===== src/rtl/exec_pkg.sv =====
// Shared definitions for the execute stage: ALU op codes, divider FSM
// states and forwarding select codes.
package exec_pkg;

  // ALU / divider operation codes carried on alu_controlE
  localparam logic [3:0] ALU_ADD  = 4'd0;
  localparam logic [3:0] ALU_SUB  = 4'd1;
  localparam logic [3:0] ALU_AND  = 4'd2;
  localparam logic [3:0] ALU_OR   = 4'd3;
  localparam logic [3:0] ALU_XOR  = 4'd4;
  localparam logic [3:0] ALU_SLT  = 4'd5;
  localparam logic [3:0] ALU_SLTU = 4'd6;
  localparam logic [3:0] ALU_SLL  = 4'd7;
  localparam logic [3:0] ALU_SRL  = 4'd8;
  localparam logic [3:0] ALU_SRA  = 4'd9;
  localparam logic [3:0] ALU_MUL  = 4'd10;
  localparam logic [3:0] ALU_RSVD = 4'd11;
  localparam logic [3:0] ALU_DIV  = 4'd12;
  localparam logic [3:0] ALU_DIVU = 4'd13;
  localparam logic [3:0] ALU_REM  = 4'd14;
  localparam logic [3:0] ALU_REMU = 4'd15;

  // Iterative divider states
  typedef enum logic [1:0] {
    IDLE = 2'd0,
    BUSY = 2'd1,
    DONE = 2'd2
  } div_state_e;

  // Operand forwarding selects
  localparam logic [1:0] FWD_RF   = 2'b00;
  localparam logic [1:0] FWD_WB   = 2'b01;
  localparam logic [1:0] FWD_MEM  = 2'b10;
  localparam logic [1:0] FWD_ZERO = 2'b11;

  // All four divide-family codes share the top two bits 11
  function automatic logic is_div_op(input logic [3:0] op);
    return (op == ALU_DIV) || (op == ALU_DIVU) || (op == ALU_REM) || (op == ALU_REMU);
  endfunction

endpackage


===== src/rtl/div_iter.sv =====
// Restoring radix-2 divider: one quotient bit per cycle on operand
// magnitudes, sign correction applied when the result is read in DONE.
// Special cases (divide by zero, signed overflow) are handled by the caller
// and never reach this block.
module div_iter
  import exec_pkg::*;
#(
  parameter int XLEN = 32
) (
  input  logic            clk,
  input  logic            rst_n,
  input  logic            start,
  input  logic            sign_op,
  input  logic            op_rem,
  input  logic [XLEN-1:0] a,
  input  logic [XLEN-1:0] b,
  input  logic            flush,
  output logic            busy,
  output logic            done,
  output logic [XLEN-1:0] result,
  output div_state_e      state
);

  localparam int CW = $clog2(XLEN);
  localparam logic [CW-1:0] LAST = CW'(XLEN - 1);

  logic [CW-1:0]   count;
  logic [XLEN-1:0] rem_q;
  logic [XLEN-1:0] quo_q;
  logic [XLEN-1:0] dvs_q;
  logic            neg_q;
  logic            neg_r;
  logic            sel_rem;

  logic            a_neg;
  logic            b_neg;
  logic [XLEN-1:0] a_mag;
  logic [XLEN-1:0] b_mag;
  logic [XLEN:0]   shifted;
  logic [XLEN:0]   diff;
  logic            fits;
  logic [XLEN-1:0] rem_nxt;
  logic [XLEN-1:0] quo_nxt;

  // Operand magnitudes for the signed variants
  assign a_neg = sign_op & a[XLEN-1];
  assign b_neg = sign_op & b[XLEN-1];
  assign a_mag = a_neg ? -a : a;
  assign b_mag = b_neg ? -b : b;

  // One restoring step: shift next dividend bit into the partial remainder,
  // subtract the divisor and keep the difference only if it did not borrow.
  assign shifted = {rem_q, quo_q[XLEN-1]};
  assign diff    = shifted - {1'b0, dvs_q};
  assign fits    = ~diff[XLEN];
  assign rem_nxt = fits ? diff[XLEN-1:0] : shifted[XLEN-1:0];
  assign quo_nxt = {quo_q[XLEN-2:0], fits};

  // Divider FSM, iteration counter and datapath registers
  always_ff @(posedge clk or negedge rst_n) begin
    if (!rst_n) begin
      state   <= IDLE;
      count   <= '0;
      rem_q   <= '0;
      quo_q   <= '0;
      dvs_q   <= '0;
      neg_q   <= 1'b0;
      neg_r   <= 1'b0;
      sel_rem <= 1'b0;
    end else begin
      case (state)
        IDLE: begin
          if (start) begin
            state   <= BUSY;
            count   <= '0;
            rem_q   <= '0;
            quo_q   <= a_mag;
            dvs_q   <= b_mag;
            neg_q   <= a_neg ^ b_neg;
            neg_r   <= a_neg;
            sel_rem <= op_rem;
          end
        end
        BUSY: begin
          if (flush) begin
            state <= IDLE;
            count <= '0;
          end else begin
            rem_q <= rem_nxt;
            quo_q <= quo_nxt;
            count <= count + 1'b1;
            if (count == LAST) begin
              state <= DONE;
            end
          end
        end
        DONE: begin
          state <= IDLE;
          count <= '0;
        end
        default: begin
          state <= IDLE;
          count <= '0;
        end
      endcase
    end
  end

  assign busy = (state == BUSY);
  assign done = (state == DONE);

  // Sign-corrected quotient or remainder, meaningful in DONE
  always_comb begin
    result = '0;
    if (sel_rem) begin
      result = neg_r ? -rem_q : rem_q;
    end else begin
      result = neg_q ? -quo_q : quo_q;
    end
  end

endmodule


===== src/rtl/exec_unit.sv =====
// Execute stage: operand forwarding, single-cycle ALU, iterative divider,
// branch-target adder and the EX/MEM pipeline register.
module exec_unit
  import exec_pkg::*;
#(
  parameter int XLEN = 32,
  parameter int SHW  = $clog2(XLEN)
) (
  input  logic            clk,
  input  logic            rst_n,
  input  logic            validE,
  input  logic            flushE,
  input  logic [3:0]      alu_controlE,
  input  logic            alu_srcE,
  input  logic [XLEN-1:0] RD1E,
  input  logic [XLEN-1:0] RD2E,
  input  logic [XLEN-1:0] immExtE,
  input  logic [XLEN-1:0] PCE,
  input  logic [XLEN-1:0] PC_plus4E,
  input  logic [4:0]      RdE,
  input  logic [1:0]      forwardAE,
  input  logic [1:0]      forwardBE,
  input  logic [XLEN-1:0] resultW,
  output logic            stallE,
  output logic            zeroE,
  output logic [XLEN-1:0] PC_targetE,
  output logic [XLEN-1:0] alu_resultM,
  output logic [XLEN-1:0] write_dataM,
  output logic [XLEN-1:0] PC_plus4M,
  output logic [4:0]      RdM,
  output logic            validM
);

  localparam logic [XLEN-1:0] SMIN = {1'b1, {(XLEN-1){1'b0}}};

  logic [XLEN-1:0] src_a;
  logic [XLEN-1:0] write_dataE;
  logic [XLEN-1:0] src_b;
  logic [SHW-1:0]  shamt;
  logic [XLEN-1:0] alu_result;
  logic [XLEN-1:0] resultE;

  logic            is_div;
  logic            div_signed;
  logic            div_rem;
  logic            div_by_zero;
  logic            div_ovf;
  logic            div_special;
  logic [XLEN-1:0] special_result;
  logic            div_start;
  logic            div_busy;
  logic            div_done;
  logic [XLEN-1:0] div_result;
  div_state_e      div_state;

  // Forwarding mux for operand A
  always_comb begin
    src_a = RD1E;
    case (forwardAE)
      FWD_RF:   src_a = RD1E;
      FWD_WB:   src_a = resultW;
      FWD_MEM:  src_a = alu_resultM;
      FWD_ZERO: src_a = '0;
      default:  src_a = '0;
    endcase
  end

  // Forwarding mux for operand B (also the store data, ahead of the immediate mux)
  always_comb begin
    write_dataE = RD2E;
    case (forwardBE)
      FWD_RF:   write_dataE = RD2E;
      FWD_WB:   write_dataE = resultW;
      FWD_MEM:  write_dataE = alu_resultM;
      FWD_ZERO: write_dataE = '0;
      default:  write_dataE = '0;
    endcase
  end

  assign src_b      = alu_srcE ? immExtE : write_dataE;
  assign shamt      = src_b[SHW-1:0];
  assign PC_targetE = PCE + immExtE;

  // Single-cycle ALU; divide codes and the reserved code yield zero here
  always_comb begin
    alu_result = '0;
    case (alu_controlE)
      ALU_ADD:  alu_result = src_a + src_b;
      ALU_SUB:  alu_result = src_a - src_b;
      ALU_AND:  alu_result = src_a & src_b;
      ALU_OR:   alu_result = src_a | src_b;
      ALU_XOR:  alu_result = src_a ^ src_b;
      ALU_SLT:  alu_result = {{(XLEN-1){1'b0}}, ($signed(src_a) < $signed(src_b))};
      ALU_SLTU: alu_result = {{(XLEN-1){1'b0}}, (src_a < src_b)};
      ALU_SLL:  alu_result = src_a << shamt;
      ALU_SRL:  alu_result = src_a >> shamt;
      ALU_SRA:  alu_result = $signed(src_a) >>> shamt;
      ALU_MUL:  alu_result = src_a * src_b;
      ALU_RSVD: alu_result = '0;
      default:  alu_result = '0;
    endcase
  end

  assign zeroE = (alu_result == '0);

  // Divide decode and the combinationally resolved special cases
  assign is_div      = is_div_op(alu_controlE);
  assign div_signed  = (alu_controlE == ALU_DIV) || (alu_controlE == ALU_REM);
  assign div_rem     = (alu_controlE == ALU_REM) || (alu_controlE == ALU_REMU);
  assign div_by_zero = (src_b == '0);
  assign div_ovf     = div_signed && (src_a == SMIN) && (src_b == '1);
  assign div_special = div_by_zero || div_ovf;

  // Special-case divide result: x/0 gives all ones (rem x); MIN/-1 gives MIN (rem 0)
  always_comb begin
    special_result = '0;
    if (div_by_zero) begin
      special_result = div_rem ? src_a : '1;
    end else if (div_ovf) begin
      special_result = div_rem ? '0 : src_a;
    end
  end

  // Start only from IDLE, so the divide still sitting in ID/EX during DONE cannot relaunch
  assign div_start = is_div && validE && !flushE && !div_special && (div_state == IDLE);
  assign stallE    = div_start || div_busy;

  div_iter #(
    .XLEN (XLEN)
  ) u_div (
    .clk     (clk),
    .rst_n   (rst_n),
    .start   (div_start),
    .sign_op (div_signed),
    .op_rem  (div_rem),
    .a       (src_a),
    .b       (src_b),
    .flush   (flushE),
    .busy    (div_busy),
    .done    (div_done),
    .result  (div_result),
    .state   (div_state)
  );

  // Result selection: finished divide, special-case divide, or ALU
  always_comb begin
    resultE = alu_result;
    if (is_div) begin
      resultE = div_done ? div_result : special_result;
    end
  end

  // EX/MEM pipeline register; a stall or flush inserts a zeroed bubble
  always_ff @(posedge clk or negedge rst_n) begin
    if (!rst_n) begin
      alu_resultM <= '0;
      write_dataM <= '0;
      PC_plus4M   <= '0;
      RdM         <= '0;
      validM      <= 1'b0;
    end else if (flushE || stallE) begin
      alu_resultM <= '0;
      write_dataM <= '0;
      PC_plus4M   <= '0;
      RdM         <= '0;
      validM      <= 1'b0;
    end else begin
      alu_resultM <= resultE;
      write_dataM <= write_dataE;
      PC_plus4M   <= PC_plus4E;
      RdM         <= RdE;
      validM      <= validE;
    end
  end

endmodule

===== config.mk =====
export PLATFORM = sky130hd
export DESIGN_NAME = exec_unit
export DESIGN_NICKNAME = d
export VERILOG_FILES = /design/src/rtl/exec_pkg.sv /design/src/rtl/div_iter.sv /design/src/rtl/exec_unit.sv
export SDC_FILE = /design/constraint.sdc
export NUM_CORES = 2
export LEC_CHECK = 0
export BUFFER_PORTS_ARGS = -buffer_cell sky130_fd_sc_hd__buf_4
export CORE_MARGIN = 2
export CORE_UTILIZATION = 60
export CTS_CLUSTER_DIAMETER = 30
export CTS_CLUSTER_SIZE = 20
export DETAILED_ROUTE_END_ITERATION = 6
export PLACE_DENSITY_LB_ADDON = 0.08
export SYNTH_ARGS = -nofsm -noshare
export SYNTH_HDL_FRONTEND = slang
export SYNTH_SLANG_ARGS = --single-unit

===== constraint.sdc =====
create_clock -name clk -period 46.9 [get_ports clk]
set_input_delay 9.38 -clock clk [delete_from_list [all_inputs] [get_ports clk]]
set_output_delay 9.38 -clock clk [all_outputs]
set_load 0.02 [all_outputs]

# Word level (Yosys, flattened, before mapping)
# Index checks and enable logic that the tools add are counted.
dict set report word_totals {
  regBits 208
  input_bits 210
  out_inout_bits 136
  word_cells 123
}
dict set report op_classes {
  n_addsub 9
  mul 1
  n_lt_le_gt_ge 2
  n_eq_ne 28
  shifts 3
  muxes 34
  bitwise_logic 7
  n_reduce_logical 26
}
# op count
set ops {}
lappend ops {{two-way mux 32 bit} 20}
lappend ops {{one-hot mux 32 bit (11 select lines)} 1}
lappend ops {{one-hot mux 32 bit (4 select lines)} 2}
lappend ops {{negation 32 bit} 4}
lappend ops {{one-hot mux 32 bit (2 select lines)} 2}
lappend ops {{adder 32 bit} 2}
lappend ops {{equality test 32 bit, second input constant} 2}
lappend ops {{zero test 32 bit} 2}
lappend ops {{< comparator 32 bit} 2}
lappend ops {{subtractor 33 x 32 -> 33 bit} 1}
lappend ops {{AND 32 bit} 1}
lappend ops {{multiplier 32 x 32 -> 32 bit} 1}
lappend ops {{OR 32 bit} 1}
lappend ops {{left shift 32 x 5 -> 32 bit} 1}
lappend ops {{>> shifter 32 x 5 -> 32 bit} 1}
lappend ops {{>>> shifter 32 x 5 -> 32 bit} 1}
lappend ops {{subtractor 32 bit} 1}
lappend ops {{XOR 32 bit} 1}
lappend ops {{equality test 4 bit, second input constant} 7}
lappend ops {{equality test 4 x 3 -> 1 bit, second input constant} 4}
lappend ops {{two-way mux 5 bit} 3}
lappend ops {{equality test 2 bit, second input constant} 5}
lappend ops {{one-hot mux 5 bit (2 select lines)} 1}
lappend ops {{equality test 4 x 2 -> 1 bit, second input constant} 2}
lappend ops {{other kinds (20)} 42}

# Logic depth before layout (Yosys ltp)
dict set report depth {
  word_depth 12
  depth_mapped 36
  ltp_nobuf 32
}

# Cells and area by module
# A second synthesis with hierarchy kept.
dict set report unflattened {
  hier_cells 4983
  area_unflattened_um2 40032.1
}
# mod instances cells_per_inst area_each_um2 seq_area_each_um2
set by_module_without_submodules {}
lappend by_module_without_submodules {exec_unit 1 3809 30929.7 2552.4}
lappend by_module_without_submodules {div_iter 1 1174 9102.5 2652.5}

# Least setup slack after synthesis
# Ideal clock, no wire load.
dict set report synth_timing {
  path_type {in2out}
  startpoint {in alu_srcE}
  endpoint {out zeroE}
  arrival_ps 18342
  required_ps 37520
  setup_slack_ps 19178
  path_stages 33
  n_path_buf 8
  cell_sequence {buf_2 -> buf_2 -> buf_2 -> buf_2 -> nand2b_1 -> o221ai_2 -> clkbuf_1 -> clkbuf_1 -> buf_1 -> buf_1 -> nor2_1 -> fa_1 -> inv_1 -> fa_1 -> fa_1 -> fa_1 -> inv_1 -> fa_1 -> fa_1 -> fa_1 -> fa_1 -> ha_1 -> a21o_1 -> a21o_1 -> a21o_1 -> a21oi_1 -> o311ai_0 -> a21oi_1 -> or4_1 -> a21oi_1 -> or4b_1 -> a2111oi_0 -> and3_1}
}
dict set report synth_via {
  elab_chain_len 4
  word_cells_on_any_way 14
  classes_between {add/sub: 2; mul: 1; order compare: 2; shift: 3; mux: 2; bitwise: 3; reduce/logical: 1}
}
# element line
set synth_lines {}
lappend synth_lines {{start, declared} exec_unit.sv:14} ;# input logic alu_srcE,
lappend synth_lines {{two-way mux 32 bit *} exec_unit.sv:80} ;# assign src_b = alu_srcE ? immExtE : write_dataE;
lappend synth_lines {{multiplier 32 x 32 -> 32 bit, or another cell as far along} exec_unit.sv:98} ;# ALU_MUL: alu_result = src_a * src_b;
lappend synth_lines {{one-hot mux 32 bit (11 select lines) *} exec_unit.sv:87} ;# case (alu_controlE)
lappend synth_lines {{zero test 32 bit *} exec_unit.sv:104} ;# assign zeroE = (alu_result == '0);
lappend synth_lines {{end, declared} exec_unit.sv:25} ;# output logic zeroE,
# Mark *: on every way between the ends. The rest lies on a longest branch, timed or not.

# Worst setup path after layout
dict set report layout_timing {
  startpoint {in forwardAE[1]}
  endpoint {out zeroE}
}
dict set report layout_via {
  elab_chain_len 5
  word_cells_on_any_way 18
  classes_between {add/sub: 2; mul: 1; order compare: 2; eq/ne: 3; shift: 3; mux: 2; bitwise: 3; reduce/logical: 2}
}
# element line
set layout_lines {}
lappend layout_lines {{start, declared} exec_unit.sv:21} ;# input logic [1:0] forwardAE,
lappend layout_lines {{equality test 2 bit, or another cell as far along} exec_unit.sv:59} ;# case (forwardAE)
lappend layout_lines {{one-hot mux 32 bit (4 select lines) *} exec_unit.sv:59}
lappend layout_lines {{multiplier 32 x 32 -> 32 bit, or another cell as far along} exec_unit.sv:98}
lappend layout_lines {{one-hot mux 32 bit (11 select lines) *} exec_unit.sv:87}
lappend layout_lines {{zero test 32 bit *} exec_unit.sv:104}
# Marked as above.

==> results.yml <==
outcome:
  status: "finished with violations"
  violations: "design-rule violations"
route:
  dr.pass1.iters: 7
  drc: 85
  drt-vias-per-instance: 7.03
  antenna_left: 0
  wire_per_inst_um: 30.9
  wl_um: 190000
  drtIter0Drc: 6812
  vias: 43225
setup_path:
  r2r-end: "alu_resultM[29]$_DFF_PN0_"
  critPathKind: "input pin to primary output"
  critPathCaptureType: "primary output"
  crit_path_frequent_cell: "fa_1"
  arrival_ps: 20800
  r2r_start: "alu_resultM[10]$_DFF_PN0_"
  rr_worst_depth: 27
  cp-start-kind: "input pin"
  cp.required_ps: 37520
  cp_slowest_stage_delay_ps: 850
  ff2ff_setup_slack_ps: 36940
  critPathMaxFanout: 33
  worst_path_max_delay_cell: "clkinv_1"
clock_network:
  cts_max_level: 2
  cts_resized: 0
  cts_root_buf: "clkbuf_16"
  clkTransAtPathRegs_ps: 50
  numCtsBuffers: 42
  cts_setup_buffers: 0
  cts_tree: "yes"
  clkSinkCount: 208
  hold_buffers: 0
  clk_latency_ps: 560
  clock_path_buffers: 3
global_route:
  grt_pass1_vias: 41278
  grt-ovfl-total: 0
  antenna_found_initial: 20
  grt_use_total: 0.534
  grt_pass1_wl_um: 274000
  grt_max_degree: 77
logic_synthesis:
  async_reset_ff_frac: 1.00
  synth_edf_count: 0
  synth_top_flop_cell: "dfrtp_1"
  syn_inst: 5045
  ys_ff_latch: 208
  yosys.cell_types.count: 108
  syn_area_per_cell_um2: 7.98
  syn_nets: 5957
  ys_seq_area_frac: 0.129
  syn_area_mm2: 0.0402
  yosysWarnings: 0
power:
  leakagePower_nw: 21.0
  powerDensity_mw_per_mm2: 73.0
  peakVddDrop_mv: 0.155
  power_mw: 3.30
floorplan:
  row_count: 94
  die-area_mm2: 0.0692
  initial_core_util: 0.609
  io_pins: 346
  fp.dieH_um: 263
  core-area_mm2: 0.0661
  die_w_um: 263
sta:
  hold_ws_ps: 478
  hold_violations: 0
  layout_min_cycle_time_ps: 30180
  setup_viol: 0
  fmax_ghz: 0.0331
  setup_tns_ps: 0
  drv_slew: 0
  period_share: 0.643
  tightest_slew_ps: 1250
  maxSlewHeadroom: 0.158
  rsz0062_at_grt: "no"
  skew_ps: 20.9
place:
  place_area_mm2: 0.0436
  port_buffers: 345
  gp_congestion: 1.16
  dp_hpwl_um: 141000
final_layout:
  nNetsFinal: 6152
  layout_commonest_cell: "nor2_1"
  layout_common_cells: "nor2_1 (605), inv_1 (519), nand2_1 (506)"
  drive_gt1_frac: 0.126
  n_fill_cell: 5354
  syn_to_final_growth_pct: 12.2
  final_area_mm2: 0.0452
hold_path:
  min_path_type: "flop to flop"
  hold_path_startpoint: "u_div.dvs_q[27]$_DFFE_PN0P_"
  hold_depth: 2
  hold_end: "u_div.dvs_q[27]$_DFFE_PN0P_"
flow_run:
  cap_violations: 0
## metrics by stage
stage	setup WS [ps]	std cells	util
after floorplan	19180	5045	-
after global placement	17550	6060	0.660
after detailed placement	17310	6060	0.660
after CTS	17250	6138	0.683
after global routing	16820	6139	0.683
final	16720	6148	0.683
## cell families (layout without fill, tap and decap cells)
family          Yosys count  after routing  share of synthesized area
fa+ha+maj               702            702                      0.295
other cells               0             10                          0
flops                   208            208                      0.129
compound gates         1218           1218                      0.199
buf+inv                 851           1080                     0.0851
mux                     215            215                     0.0564
xor+xnor                270            270                     0.0591
simple gates           1581           1581                      0.176
## cell type report
class                           instances  area, µm²  area share
Antenna cell                           10       25.0    0.000554
Clock buffer                           52       1140      0.0252
Clock inverter                         26        369     0.00817
Inverter                              541       2040      0.0451
Multi-Input combinational cell       3986      31800       0.705
Sequential cell                       208       5210       0.115
Tap cell                              864       1080      0.0239
Timing Repair Buffer                  461       3470      0.0768
## state kept, by name, summed over array words and instances, names as in the netlist
name	flops
write_dataM	32
u_div.quo_q	32
alu_resultM	32
u_div.dvs_q	32
u_div.neg_r	1
u_div.sel_rem	1
validM	1
PC_plus4M	32
u_div.count	5
RdM	5
u_div.rem_q	32
u_div.state	2
u_div.neg_q	1
## power by group
part           internal [mW]  leakage, nW  switching, mW  total [mW]
Combinational          0.970         17.6           1.76        2.73
Sequential             0.205         2.71         0.0357       0.241
Clock                  0.209        0.729          0.116       0.325
## metal layers
| metal | share of wire | up-vias | global-route usage |
|---|---|---|---|
| li1 | - | 17607 | - |
| met1 | 0.35 | 20455 | 0.652 |
| met2 | 0.39 | 3953 | 0.730 |
| met3 | 0.18 | 1190 | 0.279 |
| met4 | 0.087 | 20 | 0.344 |
| met5 | 0.0026 | - | 0.0402 |
## Yosys cell counts, types with 11 or more instances
| library cell | count | area (µm²) |
|---|---|---|
| a211oi_1 | 57 | 428 |
| a21o_1 | 44 | 330 |
| a21oi_1 | 262 | 1310 |
| a221o_1 | 16 | 160 |
| a221oi_1 | 28 | 245 |
| a22oi_1 | 17 | 128 |
| a311oi_1 | 13 | 114 |
| a31oi_1 | 43 | 269 |
| and2_1 | 66 | 413 |
| and3_1 | 23 | 144 |
| buf_1 | 45 | 169 |
| buf_2 | 39 | 195 |
| buf_4 | 11 | 82.6 |
| clkbuf_1 | 202 | 758 |
| clkinv_1 | 14 | 52.6 |
| dfrtp_1 | 208 | 5200 |
| fa_1 | 412 | 8250 |
| ha_1 | 290 | 3630 |
| inv_1 | 519 | 1950 |
| mux2i_1 | 190 | 1900 |
| nand2_1 | 507 | 1900 |
| nand2b_1 | 38 | 238 |
| nand3_1 | 63 | 315 |
| nand4_1 | 27 | 169 |
| nor2_1 | 608 | 2280 |
| nor2b_1 | 41 | 257 |
| nor3_1 | 86 | 430 |
| nor4_1 | 15 | 93.8 |
| o211ai_1 | 45 | 338 |
| o21a_1 | 30 | 225 |
| o21ai_0 | 304 | 1520 |
| o21ai_1 | 22 | 110 |
| o21bai_1 | 19 | 143 |
| o221ai_1 | 24 | 210 |
| o22ai_1 | 63 | 394 |
| o2bb2ai_1 | 49 | 429 |
| o311ai_0 | 13 | 114 |
| o31ai_1 | 42 | 315 |
| o41ai_1 | 14 | 123 |
| or2_2 | 12 | 75.1 |
| or3_1 | 29 | 181 |
| or4_1 | 20 | 150 |
| xnor2_1 | 221 | 1940 |
| xor2_1 | 48 | 420 |
## worst max path at each step
stage | from | endpoint | slack [ps] | cells after the start
floorplan | alu_srcE | zeroE | 19180 | 33
finish | forwardAE[1] | zeroE | 16720 | 29
global route | forwardAE[1] | zeroE | 16820 | 29
detailed placement | forwardAE[1] | zeroE | 17310 | 32
global placement | forwardAE[1] | zeroE | 17550 | 29
CTS | alu_srcE | zeroE | 17250 | 31
## critical path, delay by kind of cell
kind	cells	cell delay [ps]
adder cells (fa/ha/maj)	9	4190
buffers and inverters	9	2570
AND/OR/NAND/NOR	6	2340
AO/OA/AOI/OAI	5	2250
(Power assumes the default switching activity.)
